===== config.mk =====
export PLATFORM = sky130hd
export DESIGN_NAME = alu_seq
export DESIGN_NICKNAME = d
export VERILOG_FILES = /design/src/rtl/alu_seq_pkg.sv /design/src/rtl/alu_seq_shifter.sv /design/src/rtl/alu_seq.sv
export SDC_FILE = /design/constraint.sdc
export NUM_CORES = 1
export LEC_CHECK = 0
export ABC_CLOCK_PERIOD_IN_PS = 6600
export BUFFER_PORTS_ARGS = -buffer_cell sky130_fd_sc_hd__buf_2
export CAP_MARGIN = 20
export CORE_UTILIZATION = 60
export DETAILED_ROUTE_END_ITERATION = 8
export GPL_TIMING_DRIVEN = 0
export PLACE_DENSITY = 0.8
export REMOVE_ABC_BUFFERS = 1
export SYNTH_ARGS = -nofsm -noshare
export SYNTH_HDL_FRONTEND = slang
export SYNTH_SLANG_ARGS = --single-unit

===== constraint.sdc =====
create_clock -name clk -period 6.6 [get_ports clk]
set_clock_uncertainty 0.15 [all_clocks]
set_input_delay 1.98 -clock clk [delete_from_list [all_inputs] [get_ports clk]]
set_output_delay 1.98 -clock clk [all_outputs]
set_load 0.01 [all_outputs]

===== src/rtl/alu_seq_pkg.sv =====
// Shared funct codes, FSM states and shift modes for the sequential MIPS ALU.
package alu_seq_pkg;

    localparam logic [5:0] F_SLL   = 6'b000000;
    localparam logic [5:0] F_SRL   = 6'b000010;
    localparam logic [5:0] F_SRA   = 6'b000011;
    localparam logic [5:0] F_SLLV  = 6'b000100;
    localparam logic [5:0] F_SRLV  = 6'b000110;
    localparam logic [5:0] F_SRAV  = 6'b000111;
    localparam logic [5:0] F_MULT  = 6'b011000;
    localparam logic [5:0] F_MULTU = 6'b011001;
    localparam logic [5:0] F_ADD   = 6'b100000;
    localparam logic [5:0] F_ADDU  = 6'b100001;
    localparam logic [5:0] F_SUB   = 6'b100010;
    localparam logic [5:0] F_SUBU  = 6'b100011;
    localparam logic [5:0] F_AND   = 6'b100100;
    localparam logic [5:0] F_OR    = 6'b100101;
    localparam logic [5:0] F_XOR   = 6'b100110;
    localparam logic [5:0] F_NOR   = 6'b100111;
    localparam logic [5:0] F_SLT   = 6'b101010;
    localparam logic [5:0] F_SLTU  = 6'b101011;

    typedef enum logic [1:0] {IDLE, EXEC, DONE} state_e;

    typedef enum logic [1:0] {SH_LL, SH_RL, SH_RA} shift_mode_e;

    function automatic logic is_var_shift(input logic [5:0] f);
        return (f == F_SLLV) || (f == F_SRLV) || (f == F_SRAV);
    endfunction

    function automatic logic is_shift(input logic [5:0] f);
        return (f == F_SLL) || (f == F_SRL) || (f == F_SRA) || is_var_shift(f);
    endfunction

endpackage


===== src/rtl/alu_seq_shifter.sv =====
// Iterative one-bit-per-cycle shift unit; also walks the multiplier bits for mult.
module alu_seq_shifter
    import alu_seq_pkg::*;
#(
    parameter int unsigned WIDTH = 32,
    parameter int unsigned CW    = $clog2(WIDTH) + 1
) (
    input  logic             clk,
    input  logic             rst,
    input  logic             load,
    input  logic             step,
    input  logic [WIDTH-1:0] din,
    input  logic [CW-1:0]    amount,
    input  shift_mode_e      mode,
    output logic [WIDTH-1:0] dout,
    output logic [WIDTH-1:0] shifted_c,
    output logic             busy_c,
    output logic             done_c
);

    logic [CW-1:0] count;
    shift_mode_e   mode_q;

    // One-bit shift of the working register in the latched direction
    always_comb begin
        shifted_c = dout;
        case (mode_q)
            SH_LL:   shifted_c = {dout[WIDTH-2:0], 1'b0};
            SH_RL:   shifted_c = {1'b0, dout[WIDTH-1:1]};
            SH_RA:   shifted_c = {dout[WIDTH-1], dout[WIDTH-1:1]};
            default: shifted_c = dout;
        endcase
    end

    assign busy_c = (count != '0);
    // Final step is the one taken while count is 1 (or none at all for amount 0)
    assign done_c = (count <= CW'(1));

    always_ff @(posedge clk or posedge rst) begin
        if (rst) begin
            dout   <= '0;
            count  <= '0;
            mode_q <= SH_LL;
        end else if (load) begin
            dout   <= din;
            count  <= amount;
            mode_q <= mode;
        end else if (step && busy_c) begin
            dout  <= shifted_c;
            count <= count - CW'(1);
        end
    end

endmodule


===== src/rtl/alu_seq.sv =====
// Multi-cycle MIPS R-type ALU with valid/ready handshakes and iterative shifts.
// Optional iterative mult/multu (and the hi port) enabled by ALU_SEQ_MULT_EN.
module alu_seq
    import alu_seq_pkg::*;
#(
    parameter int unsigned WIDTH = 32,
    localparam int unsigned SHW  = $clog2(WIDTH)
) (
    input  logic             clk,
    input  logic             rst,
    input  logic             in_valid,
    output logic             in_ready,
    input  logic [5:0]       funct,
    input  logic [WIDTH-1:0] ina,
    input  logic [WIDTH-1:0] inb,
    input  logic [SHW-1:0]   shamt,
    output logic             out_valid,
    input  logic             out_ready,
    output logic [WIDTH-1:0] result,
    output logic             overflow,
    output logic             zero,
    output logic             illegal
`ifdef ALU_SEQ_MULT_EN
    ,
    output logic [WIDTH-1:0] hi
`endif
);

    localparam int unsigned CW  = SHW + 1;
    localparam int unsigned MSB = WIDTH - 1;

    state_e           state, state_next;
    logic [WIDTH-1:0] a_q, b_q;
    logic [5:0]       funct_q;
    logic             accept_c, fin_c, ov_c, ill_c;
    logic [WIDTH-1:0] res_c, sum_c, diff_c, hi_c;
    logic [WIDTH-1:0] sh_din_c, sh_dout, sh_shifted_c;
    logic [CW-1:0]    sh_amount_c;
    shift_mode_e      sh_mode_c;
    logic             sh_busy_c, sh_done_c;

    assign accept_c = in_valid && in_ready;
    assign sum_c    = a_q + b_q;
    assign diff_c   = a_q - b_q;

    // Shifter setup decoded from the live request; only consumed on accept
    always_comb begin
        sh_din_c    = inb;
        sh_amount_c = '0;
        sh_mode_c   = SH_RL;
        if (is_shift(funct)) begin
            sh_amount_c = is_var_shift(funct) ? CW'(ina[SHW-1:0]) : CW'(shamt);
        end
        case (funct)
            F_SLL, F_SLLV: sh_mode_c = SH_LL;
            F_SRA, F_SRAV: sh_mode_c = SH_RA;
            default:       sh_mode_c = SH_RL;
        endcase
`ifdef ALU_SEQ_MULT_EN
        if ((funct == F_MULT) || (funct == F_MULTU)) begin
            sh_amount_c = CW'(WIDTH);
            sh_din_c    = ((funct == F_MULT) && inb[MSB]) ? -inb : inb;
        end
`endif
    end

    alu_seq_shifter #(.WIDTH(WIDTH), .CW(CW)) u_shifter (
        .clk       (clk),
        .rst       (rst),
        .load      (accept_c),
        .step      (state == EXEC),
        .din       (sh_din_c),
        .amount    (sh_amount_c),
        .mode      (sh_mode_c),
        .dout      (sh_dout),
        .shifted_c (sh_shifted_c),
        .busy_c    (sh_busy_c),
        .done_c    (sh_done_c)
    );

`ifdef ALU_SEQ_MULT_EN
    // Shift-add on operand magnitudes; sign restored on the final product
    logic [2*WIDTH-1:0] acc, mcand, acc_next_c, prod_c;
    logic [WIDTH-1:0]   mag_a_c;
    logic               neg_q;

    assign mag_a_c    = ((funct == F_MULT) && ina[MSB]) ? -ina : ina;
    assign acc_next_c = acc + (sh_dout[0] ? mcand : '0);
    assign prod_c     = neg_q ? -acc_next_c : acc_next_c;

    always_ff @(posedge clk or posedge rst) begin
        if (rst) begin
            acc   <= '0;
            mcand <= '0;
            neg_q <= 1'b0;
        end else if (accept_c) begin
            acc   <= '0;
            mcand <= {WIDTH'(0), mag_a_c};
            neg_q <= (funct == F_MULT) && (ina[MSB] ^ inb[MSB]);
        end else if (state == EXEC) begin
            acc   <= acc_next_c;
            mcand <= mcand << 1;
        end
    end
`endif

    // Result, flags and completion for the operation in flight
    always_comb begin
        res_c = '0;
        hi_c  = '0;
        ov_c  = 1'b0;
        ill_c = 1'b0;
        fin_c = 1'b1;
        case (funct_q)
            F_ADD: begin
                res_c = sum_c;
                ov_c  = (a_q[MSB] == b_q[MSB]) && (sum_c[MSB] != a_q[MSB]);
            end
            F_ADDU: res_c = sum_c;
            F_SUB: begin
                res_c = diff_c;
                ov_c  = (a_q[MSB] != b_q[MSB]) && (diff_c[MSB] != a_q[MSB]);
            end
            F_SUBU: res_c = diff_c;
            F_AND:  res_c = a_q & b_q;
            F_OR:   res_c = a_q | b_q;
            F_XOR:  res_c = a_q ^ b_q;
            F_NOR:  res_c = ~(a_q | b_q);
            F_SLT:  res_c = WIDTH'($signed(a_q) < $signed(b_q));
            F_SLTU: res_c = WIDTH'(a_q < b_q);
            F_SLL, F_SRL, F_SRA, F_SLLV, F_SRLV, F_SRAV: begin
                res_c = sh_busy_c ? sh_shifted_c : sh_dout;
                fin_c = sh_done_c;
            end
`ifdef ALU_SEQ_MULT_EN
            F_MULT: begin
                res_c = prod_c[WIDTH-1:0];
                hi_c  = prod_c[2*WIDTH-1:WIDTH];
                ov_c  = prod_c[2*WIDTH-1:WIDTH] != {WIDTH{prod_c[MSB]}};
                fin_c = sh_done_c;
            end
            F_MULTU: begin
                res_c = prod_c[WIDTH-1:0];
                hi_c  = prod_c[2*WIDTH-1:WIDTH];
                ov_c  = prod_c[2*WIDTH-1:WIDTH] != '0;
                fin_c = sh_done_c;
            end
`endif
            default: ill_c = 1'b1;
        endcase
    end

    always_ff @(posedge clk or posedge rst) begin
        if (rst) state <= IDLE;
        else     state <= state_next;
    end

    always_comb begin
        state_next = state;
        case (state)
            IDLE:    if (accept_c) state_next = EXEC;
            EXEC:    if (fin_c) state_next = DONE;
            DONE:    if (out_ready) state_next = IDLE;
            default: state_next = IDLE;
        endcase
    end

    // Handshake and result registers; result/flags move only on completion
    always_ff @(posedge clk or posedge rst) begin
        if (rst) begin
            in_ready  <= 1'b1;
            out_valid <= 1'b0;
            result    <= '0;
            overflow  <= 1'b0;
            zero      <= 1'b1;
            illegal   <= 1'b0;
`ifdef ALU_SEQ_MULT_EN
            hi        <= '0;
`endif
        end else begin
            in_ready  <= (state_next == IDLE);
            out_valid <= (state_next == DONE);
            if ((state == EXEC) && fin_c) begin
                result   <= res_c;
                overflow <= ov_c;
                zero     <= (res_c == '0);
                illegal  <= ill_c;
`ifdef ALU_SEQ_MULT_EN
                hi       <= hi_c;
`endif
            end
        end
    end

    always_ff @(posedge clk or posedge rst) begin
        if (rst) begin
            a_q     <= '0;
            b_q     <= '0;
            funct_q <= '0;
        end else if (accept_c) begin
            a_q     <= ina;
            b_q     <= inb;
            funct_q <= funct;
        end
    end

`ifndef ALU_SEQ_MULT_EN
    logic unused_hi;
    assign unused_hi = ^hi_c;
`endif

endmodule

=== Word level (Yosys, flattened, before mapping) ===
Index checks and enable logic that the tools add are counted.

* Word-level logic and storage cells: 93
* Flip-flop bits (word level): 149
* Output and inout bits: 37

* Equal/unequal tests: 29
* Add/sub/neg operators: 3
* Reduce and logical (&&, ||, !) cells: 24
* Bitwise gates (word level): 4
* Mux-type cells: 17
* Order comparisons: 3

{| class="wikitable"
|+ Operators with widths
! cell !! count
|-
| 32-bit case mux with 9 select lines || 1
|-
| 32-bit two-way mux || 3
|-
| 32-bit case mux with 3 select lines || 1
|-
| 32-bit < comparator || 2
|-
| 6-bit == test (second input constant) || 10
|-
| 6-bit by 3-bit == test with 1-bit output (second input constant) || 6
|-
| 32-bit adder || 1
|-
| 32-bit bitwise AND || 1
|-
| 32-bit logical NOT || 1
|-
| 32-bit inverter || 1
|-
| 32-bit bitwise OR || 1
|-
| 32-bit subtractor || 1
|-
| 32-bit XOR || 1
|-
| 6-bit by 2-bit == test with 1-bit output (second input constant) || 4
|-
| 16-bit OR reduction || 1
|-
| 6-bit logical NOT || 2
|-
| 6-bit two-way mux || 2
|-
| 5-bit two-way mux || 2
|-
| 2-bit OR reduction || 4
|-
| 2-bit == test (second input constant) || 3
|-
| 6-bit by 1-bit <= comparator with 1-bit output (second input constant) || 1
|-
| 2-bit logical NOT || 3
|-
| 2-bit two-way mux || 3
|-
| 2-bit case mux with 3 select lines || 1
|-
| other kinds (12) || 24
|}

=== Depth between registers and ports, before layout ===
* Depth in word-level cells: 6
* Depth in mapped cells: 15

=== Hierarchy ===
Synthesis repeated with hierarchy kept, for this count alone.

* Cell total of the unflattened synthesis: 1559
* Area total of the unflattened synthesis: 13121.3 um^2

{| class="wikitable"
|+ Modules (own cells, without submodules)
! module !! instances !! area an instance (um^2) !! seq. area each (um^2) !! cells an instance
|-
| alu_seq || 1 || 10193.5 || 2730.1 || 1268
|-
| alu_seq_shifter || 1 || 2927.8 || 1001.0 || 291
|}

=== Worst setup path before layout ===
OpenSTA, ideal clock, no wires.

* Path kind: register to register
* Start: register a_q[3]
* End: register zero
* Period minus slack after synthesis: 3411 ps
* Arrival: 3175 ps
* Slack: 3189 ps
* Data required time: 6364 ps
* Stages on the path, launching flop included: 15
* Path through: dfrtp_1 inv_1 ha_1 buf_6 and2_4 a221oi_4 a211oi_2 nor3b_2 a211o_2 a211oi_2 or4_1 a31o_1 a2111oi_4 nand4_1 o31ai_2

* Cells in the longest elaborated chain, start to end: 4
* Elaborated cells between the ends (all ways): 10
* Classes of those cells: 2 x add/sub; 2 x order compare; 1 x mux; 4 x bitwise; 1 x reduce/logical

{| class="wikitable"
|+ Ends and longest elaborated chain
! what !! line !! RTL
|-
| from (decl) || alu_seq.sv:33 || <nowiki>logic [WIDTH-1:0] a_q, b_q;</nowiki>
|-
| from (signal assigned) || alu_seq.sv:201 || <nowiki>a_q <= ina;</nowiki>
|-
| branches (longest 2 deep; another with 32-bit subtractor) || -- ||
|-
| 32-bit case mux with 9 select lines (*) || alu_seq.sv:114 || <nowiki>case (funct_q)</nowiki>
|-
| 32-bit logical NOT (*) || alu_seq.sv:186 || <nowiki>zero <= (res_c == '0);</nowiki>
|-
| to (signal assigned) || alu_seq.sv:186 ||
|-
| to (decl) || alu_seq.sv:21 || <nowiki>output logic zero,</nowiki>
|}

Mark *: on every way between the ends.
A chain may end at the register's enable or synchronous reset.

=== Worst setup path in the final report ===
* Start: register funct_q[1]
* End: register zero

* Cells in the longest elaborated chain, start to end: 4
* Elaborated cells between the ends (all ways): 23
* Classes of those cells: 15 x eq/ne; 2 x mux; 6 x reduce/logical

{| class="wikitable"
|+ Ends and longest elaborated chain
! what !! line !! RTL
|-
| from (decl) || alu_seq.sv:34 || <nowiki>logic [5:0] funct_q;</nowiki>
|-
| from (signal assigned) || alu_seq.sv:203 || <nowiki>funct_q <= funct;</nowiki>
|-
| 6-bit by 2-bit == test with 1-bit output (tied with other cells) || alu_seq.sv:114 ||
|-
| 6-bit OR reduction or 2-bit OR reduction (tied branches) || -- ||
|-
| 32-bit case mux with 9 select lines or 1-bit two-way mux (tied branches) || alu_seq.sv:114 ||
|-
| 32-bit logical NOT or 1-bit logical AND (tied branches) || alu_seq.sv:186, alu_seq.sv:183 ||
|}

Parallel ways exist; a longest one is shown, timed or not.

==> impl_metrics.tcl <==
set metrics [dict create \
    status "completed" \
    path_max_fanout 64 \
    max-slew-margin-rel_pct 22.97 \
    drc 0 \
    r2r_slack_ns 0.89 \
    vias 12430 \
    nFillCells 1692 \
    dpl_cell_area_mm2 0.01334 \
    grt_usage_pct 36.83 \
    viasPerCell 6.516 \
    gr-total-overflow 0 \
    start_kind "flop" \
    netlist_area_mm2 0.01267 \
    finalCritPeriodShare_pct 86.49 \
    cts_sinks 149 \
    ant_nets 0 \
    wl_um 39180 \
    dpl.hpwl_um 28010 \
    die_x_um 147.3 \
    io_pins 116 \
    grt_antenna_before_repair 0 \
    ctsRootBufferMaster "clkbuf_16" \
    maxCapViolations 0 \
    hold_class "reg2reg" \
    n_antenna_cell 0 \
    rows 52 \
    yosysSeqAreaShare_pct 29.44 \
    drt-wirelength-per-cell_um 20.55 \
    initial_utilization_pct 61.84 \
    hold_viol 0 \
    clkTransAtPathRegs_ns 0.08 \
    cp_common_cell "nand4_1" \
    critical_path.startpoint "funct_q[1]" \
    synth.avg_cell_area_um2 8.032 \
    crit_chain "clkinv_1 > nand2_1 > nor2_1 > a211o_1 > a211oi_1 > nand4_1 > nor4_1 > nand4_1 > nor4_2 > nand4_1 > o31ai_2" \
    port_buffers 115 \
    period_needed_ns 5.708 \
    worstSetupEndpoint "zero" \
    reg2reg_from "funct_q[1]" \
    drtIter0Drc 1323 \
    pre_cts_slack_ns 1.093 \
    ctsHoldBuffers 0 \
    setup-tns-final_ns 0 \
    ys_async_sr_fraction_pct 100.0 \
    area_growth_pct 10.50 \
    rsz0062_at_grt "no" \
    die-area_mm2 0.02171 \
    final_cell_mix "201 x o21ai_0, 181 x nand2_1, 145 x dfrtp_1" \
    slew_viol_final 0 \
    worstSkewPairLatency_ns 0.45 \
    synth-edff-count 0 \
    grt_pass1_wl_um 62750 \
    cts-buffers-inserted 17 \
    required_ns 6.82 \
    multi_input_area_mm2 0.008009 \
    clockBufferDepth 2 \
    h-tree-depth 4 \
    die_h_um 147.3 \
    cpPeakStageDelay_ns 1.05 \
    dr.pass1.iters 5 \
    cp.arrival_ns 5.93 \
    crit_type "reg2reg" \
    regToRegEndpoint "zero" \
    setup_viol 0 \
    holdWs_ns 0.3117 \
    synth.distinct_cells 102 \
    postSynthCellCount 1578 \
    regArea_mm2 0.003736 \
    drive_above_1_share_pct 14.36 \
    ys_warn_count 0 \
    setup_slack_ns 0.8916 \
    synth_ff_type "dfrtp_1" \
    final_cell_area_mm2 0.01401 \
    fmax_mhz 175.2 \
    reg2regPathDepth 11 \
    tightestPinTransition_ns 1.151 \
    first_global_vias 11800 \
    cts_tree "yes" \
    finalNetCount 1803 \
    place_congestion 0.9499 \
    critPathCaptureType "flop" \
    grt_max_degree 102 \
    final_common_cell "o21ai_0" \
    core_area_mm2 0.02049 \
    post_cts_buffers 0 \
    cts-resized-gates 0 \
    ys_seq_elements 149 \
    hold_depth 1 \
    crit_slowest_cell "dfrtp_4" \
]
==> synth_stat cells (15+ instances only) <==
cell type  instances  area, µm²
mux2i_1           44      440.4
a21oi_1          143      715.7
nand2_1          181      679.4
a211oi_1          25      187.7
xnor2_1           45      394.1
o21ai_0          201       1006
nor3_1            29      145.1
clkbuf_1          60      225.2
inv_1            101      379.1
ha_1              98       1226
nand3_1           24      120.1
mux2_2            15      168.9
o22ai_1           32      200.2
nor2_1           103      386.6
dfrtp_1          147       3679
==> per-stage QoR <==
stage | cells | utilization, %
3_5_place_dp | 1873 | 65.07
4_1_cts | 1905 | 68.13
5_1_grt | 1907 | 68.34
6_report | 1907 | 68.34
2_1_floorplan | 1472 | -
3_3_place_gp | 1857 | 63.49
==> worst min-delay path by stage <==
stage / startpoint / to / slack (ns)
final: state[1] / state[0] / 0.31
after detailed placement: state[1] / state[0] / 0.30
after global routing: state[1] / state[0] / 0.33
after global placement: state[1] / state[0] / 0.30
after floorplan: state[1] / state[0] / 0.28
after CTS: state[1] / state[0] / 0.31
==> cell families after synthesis <==
logic type                 count (synthesis)  share of synthesized area, %
and+or+nand+nor                          436                         16.03
AOI/OAI and AO/OA                        568                         28.28
DFF                                      149                         29.44
xor gates and xnor gates                  55                         3.801
adders and majority gates                100                         9.990
buffers and inverters                    211                         7.650
muxes                                     59                         4.807
==> area by class of cell <==
cell class	count	area share, %
clock buffers	17	3.037
clock inverters	15	1.447
inverters	105	2.850
multi-input cells	1218	57.18
flip-flops and latches	149	26.68
well taps	270	2.412
repair buffers	133	6.396
==> registers in the layout, indices dropped and copies added, names as in the netlist, 2 cells and up <==
| register | cells |
|---|---|
| a_q | 32 |
| b_q | 32 |
| result | 32 |
| u_shifter.dout | 32 |
| funct_q | 6 |
| u_shifter.count | 6 |
| state | 2 |
| u_shifter.mode_q | 2 |
==> metal layers <==
layer | vias up | share of wire, % | GRT usage (%)
met5 | - | 0 | 0
met4 | 0 | 4.0 | 16.19
met3 | 120 | 8.7 | 8.012
met2 | 650 | 45 | 57.55
met1 | 5907 | 42 | 48.99
li1 | 5749 | - | -
==> worst max-delay path: cells and delay by family (launching register included) <==
family	cells	cell delay [ns]
and+or+nand+nor	7	2.39
buffers and inverters	1	0.98
DFF	1	1.05
AOI/OAI and AO/OA	3	1.05
Power is not shown: default switching activity piles up to over one toggle a cycle in this logic, so the estimate is an artifact.
